$ cat config.mk
export PLATFORM = sky130hd
export DESIGN_NAME = sync_memory_rtl
export DESIGN_NICKNAME = d
export VERILOG_FILES = /design/src/rtl/sync_memory_rtl.sv
export SDC_FILE = /design/constraint.sdc
export NUM_CORES = 1
export LEC_CHECK = 0
export ABC_AREA = 1
export CAP_MARGIN = 20
export CORE_ASPECT_RATIO = 1.2
export CORE_MARGIN = 10
export CORE_UTILIZATION = 36
export CTS_CLUSTER_DIAMETER = 50
export DETAILED_ROUTE_END_ITERATION = 12
export PLACE_DENSITY = 0.52
export RECOVER_POWER = 25
export SKIP_CTS_REPAIR_TIMING = 1
export SLEW_MARGIN = 20
export SYNTH_ARGS = -nofsm -noshare
export SYNTH_HDL_FRONTEND = slang
export SYNTH_SLANG_ARGS = --single-unit
export TNS_END_PERCENT = 10
$ cat constraint.sdc
create_clock -name clk -period 1.33 [get_ports clk]
set_input_delay 0.399 -clock clk [delete_from_list [all_inputs] [get_ports clk]]
set_output_delay 0.399 -clock clk [all_outputs]
set_load 0.03 [all_outputs]
$ cat src/rtl/sync_memory_rtl.sv
// sync_memory_rtl: single-port, word-addressed synchronous memory.
// One write or read is accepted per clock; accepted accesses are
// acknowledged by a one-cycle registered pulse on `response`. Reads return
// data one cycle after the request. A simultaneous write and read at the
// same address is treated as a write only.
module sync_memory_rtl #(
  parameter int ADDR_WIDTH = 4,
  parameter int DATA_WIDTH = 32,
  parameter int MEM_SIZE   = 16
) (
  input  logic                  clk,
  input  logic                  reset,
  input  logic                  wr,
  input  logic                  rd,
  input  logic [ADDR_WIDTH-1:0] addr,
  input  logic [DATA_WIDTH-1:0] wdata,
  output logic [DATA_WIDTH-1:0] rdata,
  output logic                  response
);

  // One extra bit lets the limit equal 2^ADDR_WIDTH without overflowing.
  localparam logic [ADDR_WIDTH:0] MemLimit = (ADDR_WIDTH + 1)'(MEM_SIZE);

  logic [DATA_WIDTH-1:0] mem_q [MEM_SIZE];
  logic [DATA_WIDTH-1:0] rdata_q, rdata_d;
  logic                  response_q, response_d;
  logic                  addr_ok;
  logic                  wr_en;
  logic                  rd_en;

  // Decode the request: write has priority, out-of-range addresses are dropped.
  always_comb begin
    // NOTE: every signal gets a default first so no path can infer a latch.
    addr_ok    = ({1'b0, addr} < MemLimit);
    wr_en      = wr && addr_ok;
    rd_en      = rd && !wr && addr_ok;
    response_d = wr_en || rd_en;
    rdata_d    = rdata_q;
    if (rd_en) begin
      rdata_d = mem_q[addr];
    end
  end

  // Storage array: cleared on reset, written on an accepted write.
  always_ff @(posedge clk or negedge reset) begin
    // NOTE: the array must read back as zero right after reset, so it is
    // built from resettable flops rather than an unreset RAM macro.
    if (!reset) begin
      for (int i = 0; i < MEM_SIZE; i++) begin
        mem_q[i] <= '0;
      end
    end else if (wr_en) begin
      // NOTE: non-blocking so a read at the same edge sees the old contents.
      mem_q[addr] <= wdata;
    end
  end

  // Output registers: read data holds between accepted reads.
  always_ff @(posedge clk or negedge reset) begin
    if (!reset) begin
      rdata_q    <= '0;
      response_q <= 1'b0;
    end else begin
      rdata_q    <= rdata_d;
      response_q <= response_d;
    end
  end

  assign rdata    = rdata_q;
  assign response = response_q;

endmodule

# Yosys cells after proc, flatten, opt, wreduce, memory -nomap -nowiden
# Index checks and enable logic that the tools add are counted.
[word_totals]
output_inout_bits = 33
register_bits = 545
word_cells = 31
in_bits = 40
[classes]
magnitude_cmp = 2
muxes = 6
bitwise = 1
n_reduce_logical = 4
[ops]
columns = ["operator", "n"]
rows = [
  ["$bwmux 512", 1],
  ["$bmux 32 s4", 1],
  ["$demux 32 s4", 1],
  ["$mux 32", 3],
  ["$ge 5x5->1 const B", 1],
  ["$lt 5x1->1 const B", 1],
  ["$not 4->5", 1],
  ["$logic_and 1x1->1", 2],
  ["$logic_not 1->1", 1],
  ["$logic_or 1x1->1", 1],
]

# Logic depth before layout (Yosys ltp)
# Gate-level depths: netlist (run 1).
[depth]
word_depth = 6
mapped_depth = 12
ltp_nobuf = 9

# Worst setup path before layout (run 1)
# Ideal clock, no wire load.
[synth_timing]
path_kind = "input to register"
startpoint = "input addr[1]"
endpoint = "register mem_q[10] (netlist name)"
stages = 7
arrival_ns = 1.415
required_ns = 1.194
path_slack_ns = -0.221
setup_time_ns = 0.136
path_buffers = 2
cell_sequence = "buf_2 > inv_4 > nor3_2 > nand2_1 > clkbuf_1 > nand2_1 > o21ai_0"
[synth_between]
elab_chain_cells = 6
word_cells_on_any_way = 7
classes_between = "2 x order compare; 3 x mux; 1 x bitwise; 1 x reduce/logical"
[synth_rtl]
columns = ["element", "line", "source"]
rows = [
  ["start: declaration", "15", "input logic [ADDR_WIDTH-1:0] addr,"],
  ["$not 4->5 (implied by the code) (*)", "54", "mem_q[addr] <= wdata;"],
  ["$ge 5x5->1 (implied by the code) or $lt 5x1->1 (tied branches)", "54", ""],
  ["$logic_and 1x1->1 (implied by the code)", "54", ""],
  ["$mux 32 (implied by the code)", "54", ""],
  ["$demux 32 s4 (*)", "54", ""],
  ["$bwmux 512 (*)", "54", ""],
  ["end signal: indexed assignment", "54", ""],
  ["end: declaration", "24", "logic [DATA_WIDTH-1:0] mem_q [MEM_SIZE];"],
]
# Mark *: on every way between the ends. The rest lies on a longest branch, timed or not.
# A chain may end at the register's enable or synchronous reset.

# Worst setup path after layout (run 1)
[layout_timing]
startpoint = "register rdata_q[2] (netlist: rdata[2])"
endpoint = "output rdata[2]"
[layout_rtl]
columns = ["element", "line", "source"]
rows = [
  ["start: declaration", "25", "logic [DATA_WIDTH-1:0] rdata_q, rdata_d;"],
  ["start signal: assignment", "64", "rdata_q <= rdata_d;"],
  ["end: declaration", "17", "output logic [DATA_WIDTH-1:0] rdata,"],
]
# No word-level cell between the ends.

==> metrics, run 1 <==
largest net degree at the start of global routing between 60 and 70; R2R depth 8; GRT busiest layer met2; status finished, violations left; slowest stage delay, CP 0.44 ns; global-route wire length before repair between 100000 and 150000 um; worst hold path type primary input to async pin; IR drop worst, VDD 0.838 mV; Syn Std Cell Area 24700 sq um; sequential share of power 45.4%; Final min period approximately 1.6 ns; Clock Path Buffers 3; Seq/Total Area, Yosys between 50% and 60%; fin. max-slew vios 0; kind of critical path flop to output pin; failing checks negative setup slack; Via density 4.96; Port Buf Inserts between 70 and 80; Vias between 20000 and 25000; Data required, critical path just over 0.9 ns; met2 Usage GRT between 30% and 40%; post-route ant nets 0; combinational share of power between 10% and 20%; Die W roughly 260 um; top-count cell post-synth nand2_1; Reg2Reg Launch Point mem_q[375]; nets@finish 3345; total grt overflow 0; Die Y-Extent roughly 310 um; highest clock rate ~630 MHz; critical path startpoint category flop; I/O Pins 73; max_slew headroom 49.5%; clk_lat worst skew roughly 0.60 ns; r2r endpoint rdata[23]; cell row count between 100 and 150; reg2reg setup slack 0.15 ns; CP max FO 2; Syn. warnings 0; Mapped Nets 3234; CTS H-Tree Depth 3; Sw Ratio between 20% and 30%; P_int between 30000 and 40000 uW; CTS buffer count 66; met3 Resource Use GR between 2 and 3%; share of the synthesized area in the top cell type between 50% and 60%; overall power just under 50000 uW; clock network power share 36.2%; register bit total from synthesis between 500 and 600; static leakage about 0.015 uW; Final Non-Filler Cells 4260; Worst-path clk slew roughly 0.060 ns; vias in the first global route ~21000; Psw 14200 uW; GR Util All Layers 19.4%; Least-Margin Pin Slew roughly 0.76 ns; antenna cells 0; worst setup margin -0.266 ns; initial antenna violation count 1; top cells by area, synth dfrtp_1 55%, nand2_1 20%, nor2_1 5.3%; Layout Area Growth over Synthesis 24.3%; syn avg cell area 7.72 sq um; CP cell instances buf_12; Final setup viols 33; drt wl/cell approximately 18 um; crit path DAT roughly 1.2 ns; Final period util 120%; CP endpoint kind output pin; leading area contributor after synthesis dfrtp_1; DR iter-0 viols roughly 1600; core area 68200 sq um; WL final between 70000 and 80000 um; pre-CTS setup slack -0.809 ns; routability cong. roughly 0.8; Worst Hold Margin ~0.21 ns; RSZ-0062 raised after global routing true; CTS tree built; power per cell area ~1600 nW/um^2; Post-synth top cells 1299 x nand2_1, 545 x dfrtp_1, 347 x nor2_1, 249 x a21oi_1, 245 x o21ai_0; Post-Route Skew ~0.023 ns; drt first pass iters 5; GR Util met1 roughly a quarter; commonest register cell after synthesis dfrtp_1; die area a little under 80000 sq um; Starting Density between 30% and 40%; fraction of layout cells with a size suffix above 1 between 10% and 20%; asr flop ratio synth 100%; Top delay family on crit path flip-flops; DRC Markers 0; Placed Cells about 4100; final hold violation count 0; DP Wirelength ~48000 um; Crit path buffers/inverters 1; clock root cell clkbuf_16; clock sinks 545; CP max-delay cell dfrtp_1; Netlist cell types 19; max cap viols 0; Syn Inst Count between 3000 and 4000; Post-synth EDFFs 0
==> worst max-delay path by stage <==
stage / end / start / slack [ns] / cells past startpoint
3_3_place_gp: rdata[30] / wr / -0.84 / 7
6_report: rdata[2] / rdata[2] / -0.27 / 1
2_1_floorplan: mem_q[487] / addr[1] / -0.05 / 8
3_5_place_dp: rdata[30] / addr[3] / -0.81 / 9
5_1_grt: rdata[2] / rdata[2] / -0.29 / 1
4_1_cts: rdata[12] / rdata[12] / -0.32 / 1
==> area by class of cell <==
cell class	count	area, sq um
Multi-Input combinational cell	2363	9980
Fill cell	6664	37500
Sequential cell	545	13600
Inverter	48	204
Timing Repair Buffer	281	3570
Tap cell	909	1140
Clock inverter	24	205
Clock buffer	90	1920
==> metrics by stage <==
stage	instance area, sq um	TNS (ns)	util, %
after CTS	30600	-56.36	44.9
final	30700	-6.97	45.0
after global routing	30700	-14.11	45.0
after floorplan	25200	-14.30	-
after detailed placement	28500	-383.58	41.8
after global placement	28500	-386.87	41.8
==> worst register-to-register path: stages, from the launching register on <==
cell     delay [ns]
dfrtp_1        0.39
nand2_1        0.07
nand2_1        0.05
nand2_1        0.06
nand2_1        0.05
nand2_1        0.07
nand3_1        0.13
nor2_2         0.19
nor2_1         0.06
==> layout by cell type (no fill, tap or decap), types with 2 or more instances in the layout <==
cell type,n
nand2_4,5
buf_6,23
o21ai_1,131
nor2_1,343
clkbuf_2,5
nand4_1,32
clkdlybuf4s50_1,33
clkinvlp_4,8
nor2_4,12
nand3_4,2
nor2_2,2
clkinv_2,11
dfrtp_1,538
dfrtp_2,7
buf_12,100
clkbuf_8,8
clkbuf_1,16
clkbuf_16,72
nand3_1,160
bufinv_16,2
buf_4,104
a21oi_1,249
dlymetal6s2s_1,3
nand2_2,5
o21ai_0,132
nand2_1,1289
inv_1,43
inv_6,3
buf_8,4
==> layer usage <==
layer / vias up / wire, um / share of wire, %
li1: 10400 / - / -
met3: 126 / 3770 / 4.9
met4: 0 / 2370 / 3.1
met5: - / 0 / 0
met2: 486 / 36700 / 48
met1: 10100 / 34200 / 44
==> power by group through the flow <==
stage                     clock network, uW  logic [uW]  registers, uW
final                                 17700        8970          22200
after global routing                  18800       10400          22700
after CTS                             18100        9030          22200
after detailed placement                  0        8980          22500
after global placement                    0        8740          22300
after floorplan                           0        5760          22200
==> flip-flops by register name (all words and copies together) (netlist names) <==
| register | flops |
|---|---|
| mem_q | 512 |
| rdata | 32 |
| response | 1 |
==> logic make-up (layout without fill, tap and decap cells) <==
| kind of cell | count (synthesis) | in the layout | share of synthesized area, % |
|---|---|---|---|
| AOI/OAI and AO/OA | 512 | 512 | 10.4 |
| DFF | 545 | 545 | 55.3 |
| and+or+nand+nor | 1851 | 1851 | 29.5 |
| buffers and inverters | 286 | 443 | 4.77 |
(Power assumes the default switching activity.)
==> inputs of run 2 (changes only) <==
--- a/config.mk
+++ b/config.mk
@@ -7,13 +7,13 @@
 export LEC_CHECK = 0
 export ABC_AREA = 1
 export CAP_MARGIN = 20
-export CORE_ASPECT_RATIO = 1.2
+export CORE_ASPECT_RATIO = 1.1
 export CORE_MARGIN = 10
 export CORE_UTILIZATION = 36
 export CTS_CLUSTER_DIAMETER = 50
 export DETAILED_ROUTE_END_ITERATION = 12
 export PLACE_DENSITY = 0.52
-export RECOVER_POWER = 25
+export SETUP_SLACK_MARGIN = 0.5
 export SKIP_CTS_REPAIR_TIMING = 1
 export SLEW_MARGIN = 20
 export SYNTH_ARGS = -nofsm -noshare
==> run 2 against run 1 <==
The flow still finishes with violations (negative setup slack). Critical path depth stayed put. Combinational power is 16% higher. Clock skew down 0.0057 ns. Cell count is 1.2% higher. Global-route usage down 0.68 points. Hold slack got worse by 0.17 ns. Core utilization is 4.5 points higher. Setup slack better by 0.0074 ns. Power increased by 4.2%. Sequential cell count unchanged. Count of clock-buffer cells in the layout increased by 5. Sequential power rose by 2%. Critical endpoint is now rdata[5].
==> metrics, run 2 (synthesis gave the netlist of run 1 again) <==
Port Buf Inserts 72 (unchanged); CP endpoint kind output pin; R2R depth 6 (-2); worst setup margin -0.258 ns (+0.00740 ns); Worst Hold Margin 0.0410 ns (-0.168 ns); Worst-path clk slew 0.06 ns (about the same); fin. max-slew vios 0 (unchanged); placed instance area 28700 sq um (+0.88%); DP Wirelength 47200 um (-1.2%); nets@finish 3386 (+1.2%); RSZ-0062 raised after global routing true; Sw Ratio 29.8% (+0.67 points); P_int 35800 uW (+3.3%); routability cong. 0.804 (-0.73%); reg2reg setup slack 0.11 ns (-0.04 ns); final hold violation count 0 (unchanged); crit path DAT 1.19 ns (about the same); commonest non-fill, non-tap cell in the layout nand2_1; Hold Crit Depth 3; static leakage 0.0158 uW (+6.5%); max reg flops 512 (unchanged); post-route ant nets 0 (unchanged); post-layout util 49.4% (+4.5 points); sequential share of power 44.5% (-0.9 points); vias in the first global route 21000 (-1.0%); fraction of layout cells with a size suffix above 1 22.4% (+11 points); drt first pass iters 5 (unchanged); core area 67800 sq um (-0.54%); Layout Area Growth over Synthesis 35.9%; CP max FO 2 (unchanged); Vias 21700 (+2.6%); Reg2Reg Launch Point mem_q[476]; Clock Path Buffers 3 (unchanged); initial antenna violation count 0 (-1); status finished, violations left; CTS H-Tree Depth 3 (unchanged); IR drop worst, VDD 0.753 mV (-10%); Crit path buffers/inverters 1 (unchanged); Biggest register mem_q; cell row count 100 (-4.8%); Top delay family on crit path flip-flops; Via density 5.03 (+1.4%); worst hold path type primary input to flop; I/O Pins 73 (unchanged); CTS buffer count 66 (unchanged); DRC Markers 0 (unchanged); clock network power share 35.1% (-1.1 points); Data required, critical path 0.93 ns (about the same); Final min period 1.59 ns (-0.00740 ns); pre-CTS setup slack -0.789 ns (+0.0195 ns); antenna cells 0 (unchanged); highest-count cells in the layout ignoring fill and taps 1205 x nand2_1, 542 x dfrtp_1, 237 x nor2_1; power per cell area 1520 nW/um^2 (-4.6%); CP max-delay cell dfrtp_2; Setup crit end rdata[5]; Final Instance Area 33500 sq um (+9.3%); Least-Margin Pin Slew 0.964 ns (+0.206 ns); clk_lat worst skew 0.60 ns (about the same); Die Y-Extent 294 um (-4.0%); failing checks negative setup slack; slowest stage delay, CP 0.44 ns (about the same); Critical path origin rdata[5]; max_slew headroom 35.5% (-14 points); largest net degree at the start of global routing 71 (+6.0%); drt wl/cell 18.3 um (+1.4%); Final setup viols 431 (+1200%); Final period util 119% (-0.56 points); total grt overflow 0 (unchanged); kind of critical path flop to output pin; highest clock rate 630 MHz (+0.47%); CTS tree built; combinational share of power 20.4% (+2.0 points); Die W 270 um (+4.1%); global-route wire length before repair 119000 um (-2.3%); Post-Route Skew 0.0177 ns (-0.00568 ns); WL final 79000 um (+2.6%); clock root cell clkbuf_16; GR Util All Layers 18.7% (-0.68 points); r2r endpoint rdata[28]; Starting Density 36.4% (+0.20 points); die area 79400 sq um (about the same); setup TNS -30.14 ns (-23.18 ns); max cap viols 0 (unchanged); DR iter-0 viols 1259 (-21%); critical path startpoint category flop; clock sinks 545 (unchanged); Psw 15200 uW (+6.6%); CP cell instances buf_12; number of cells on the critical path 1 (unchanged)
[run 2: cell count changes in the layout (fill, tap and decap cells not counted), sizes merged]
cell           before  now
clkinvlp            8    4
bufinv              2    4
dlymetal6s2s        3    2
inv                50   47
buf               232  276
clkbuf            102  106
clkdlybuf4s50      33   31
clkinv             12   13
[run 2: power groups by stage]
| stage | Combinational [uW] | Sequential, uW | Clock, uW |
|---|---|---|---|
| 6_report | 10400 | 22700 | 17900 |
| 5_1_grt | 11800 | 23100 | 19000 |
| 4_1_cts | 9140 | 22200 | 18300 |
| 3_5_place_dp | 9110 | 22400 | 0 |
| 3_3_place_gp | 8850 | 22300 | 0 |
| 2_1_floorplan | 5760 | 22200 | 0 |
[run 2: area by class of cell]
| class | count | area, sq um |
|---|---|---|
| tap | 918 | 1150 |
| clock inverter | 19 | 223 |
| clock buffer | 95 | 1900 |
| timing repair buffer | 321 | 4580 |
| multi-input combinational | 2363 | 11800 |
| timing repair inverter | 1 | 30.0 |
| inverter | 48 | 231 |
| fill | 6457 | 34300 |
| sequential | 545 | 13600 |
[run 2: through the flow]
step | instances | power (uW)
floorplan | 3194 | 28000
global placement | 4157 | 31200
detailed placement | 4157 | 31600
CTS | 4271 | 49600
global route | 4310 | 53900
finish | 4310 | 50900
[run 2: routing by layer]
layer  track usage, %  part of all wire, %  vias to the layer above
met5                0                    0                        -
met4             6.15                  1.9                        0
met3             3.13                  4.5                      104
met2             31.1                   48                      483
met1             24.6                   45                    10600
li1                 -                    -                    10500
[run 2: worst min path at each step]
| stage | to | startpoint | slack [ns] |
|---|---|---|---|
| after floorplan | mem_q[0] | reset | 0.10 |
| after global placement | mem_q[278] | reset | 0.24 |
| after detailed placement | mem_q[278] | reset | 0.24 |
| after CTS | mem_q[310] | reset | -0.41 |
| after global routing | response | rd | 0.07 |
| final | response | rd | 0.04 |
==> inputs of run 3 (changes only) <==
--- a/config.mk
+++ b/config.mk
@@ -12,7 +12,7 @@
 export CORE_UTILIZATION = 36
 export CTS_CLUSTER_DIAMETER = 50
 export DETAILED_ROUTE_END_ITERATION = 12
-export PLACE_DENSITY = 0.52
+export PLACE_DENSITY_LB_ADDON = 0.2
 export SETUP_SLACK_MARGIN = 0.5
 export SKIP_CTS_REPAIR_TIMING = 1
 export SLEW_MARGIN = 20
==> constraint.sdc (replaced) <==
create_clock -name clk -period 2 [get_ports clk]
set_input_delay 0.6 -clock clk [delete_from_list [all_inputs] [get_ports clk]]
set_output_delay 0.6 -clock clk [all_outputs]
set_load 0.03 [all_outputs]
==> run 3 against run 2 <==
The flow now finishes without violations. Critical path depth unchanged. Cell count down 1.3%. Count of clock-buffer cells in the layout shrank 4. Clock power shrank 34%. Highest routed layer unchanged.
==> metrics, run 3 (synthesis gave the netlist of run 1 again) <==
status finished clean; crit path DAT 1.19 ns (about the same); Critical path origin rdata[25]; Final min period between 1.5 and 2 ns; max reg flops 512 (unchanged); critical path startpoint category flop; worst hold path type primary input to async pin; CP max FO 2 (unchanged); CP cell instances buf_6; fraction of layout cells with a size suffix above 1 11.0% (-11 points); reg2reg setup slack 0.71 ns (+0.60 ns); Top delay family on crit path flip-flops; max cap viols 0 (unchanged); CP max-delay cell dfrtp_1; die area 79400 sq um (unchanged); DP Wirelength 45800 um (-2.8%); CP endpoint kind output pin; antenna cells 0 (unchanged); CTS tree built; number of cells on the critical path 1 (unchanged); highest clock rate around 560 MHz; DR iter-0 viols 1499 (+19%); clock root cell clkbuf_16; WL final 77200 um (-2.3%); static leakage 0.0148 uW (-6.3%); Data required, critical path 1.40 ns (+0.47 ns); Final setup viols 0 (-100%); r2r endpoint rdata[2]; IR drop worst, VDD 0.474 mV (-37%); Biggest register mem_q; kind of critical path flop to output pin; setup TNS 0 ns (+30.14 ns); fin. max-slew vios 0 (unchanged); Post-Route Skew 0.0128 ns (-0.00489 ns); post-layout util 45.2% (-4.3 points); I/O Pins 73 (unchanged); Clock Path Buffers 3 (unchanged); initial antenna violation count 0 (unchanged); CTS H-Tree Depth 3 (unchanged); Starting Density 36.4% (unchanged); Vias 21400 (-1.3%); final hold violation count 0 (unchanged); Least-Margin Pin Slew 0.627 ns (-0.337 ns); power per cell area 1060 nW/um^2 (-30%); routability cong. 0.791 (-1.6%); RSZ-0062 raised after global routing true; slowest stage delay, CP 0.44 ns (about the same); Die W 270 um (unchanged); Port Buf Inserts 72 (unchanged); placed instance area 28000 sq um (-2.5%); DRC Markers 0 (unchanged); clk_lat worst skew 0.59 ns (about the same); nets@finish 3331 (-1.6%); Crit path buffers/inverters 1 (unchanged); commonest non-fill, non-tap cell in the layout nand2_1; cell row count 100 (unchanged); clock sinks 545 (unchanged); largest net degree at the start of global routing 108 (+52%); total grt overflow 0 (unchanged); R2R depth 7 (+1); Worst-path clk slew 0.06 ns (about the same); GR Util All Layers 18.8% (+0.020 points); CTS buffer count 68 (+3.0%); Die Y-Extent 294 um (unchanged); Reg2Reg Launch Point mem_q[162]; Final Instance Area 30600 sq um (-8.6%); global-route wire length before repair 120000 um (+0.21%); Layout Area Growth over Synthesis 24.2%; highest-count cells in the layout ignoring fill and taps 1288 x nand2_1, 544 x dfrtp_1, 344 x nor2_1; core area 67800 sq um (unchanged); Setup crit end rdata[25]; post-route ant nets 0 (unchanged); Fill cells 6775 (+4.9%); vias in the first global route 21000 (-0.15%); Via density 5.03 (about the same); drt wl/cell 18.2 um (-0.97%); Final period util 89.6%; drt first pass iters 7 (+2); max_slew headroom 58.2% (+23 points)
-- run 3: cell type report --
class,instances,area [sq um],share of cell area [%]
clock buffer,91,1920,6.27
clock inverter,24,224,0.731
inverter,48,203,0.662
multi-input combinational,2363,9980,32.6
sequential,545,13600,44.5
tap,918,1150,3.75
timing repair buffer,265,3510,11.5
-- run 3: stage by stage --
stage / power [uW] / instances / worst slack (ns) / hold slack (ns)
after global routing: 34500 / 4254 / 0.186 / 0.0575
after CTS: 32700 / 4223 / -0.390 / 0.0410
final: 32500 / 4254 / 0.208 / 0.0465
after detailed placement: 20700 / 4108 / -0.339 / 0.474
after global placement: 20400 / 4108 / -0.359 / 0.466
after floorplan: 18600 / 3194 / 0.416 / 0.304
-- run 3: worst register-to-register path, cell delays in order (launching register included) --
cell and delay [ns]:
dfrtp_1 0.38, nand3_1 0.09, nand4_1 0.13, nand2_1 0.09, nand2_1 0.05, nor2_1 0.24, buf_4 0.17, nor2_1 0.04
-- run 3: worst min-delay path by stage --
stage,start,end,slack (ns),cells after the start
floorplan,reset,mem_q[0],0.30,0
global placement,mem_q[353],mem_q[353],0.47,2
detailed placement,mem_q[364],mem_q[364],0.47,2
CTS,reset,mem_q[511],0.04,2
global route,reset,mem_q[511],0.06,2
finish,reset,mem_q[511],0.05,2
-- run 3: metal layers --
layer  vias up  track usage [%]  wire length, um
met2       576             31.2            36100
met5         -                0                0
li1      10400                -                -
met4         0             5.11             1450
met3       103             3.15             4650
met1     10300             25.0            35000
-- run 3: report_power, final --
part	switching [uW]	total, uW	leakage [uW]	internal (uW)
sequential	1300	14700	0.00656	13400
combinational	3380	5940	0.00723	2550
clock	4800	11800	0.00103	7030
total	9480	32500	0.0148	23000
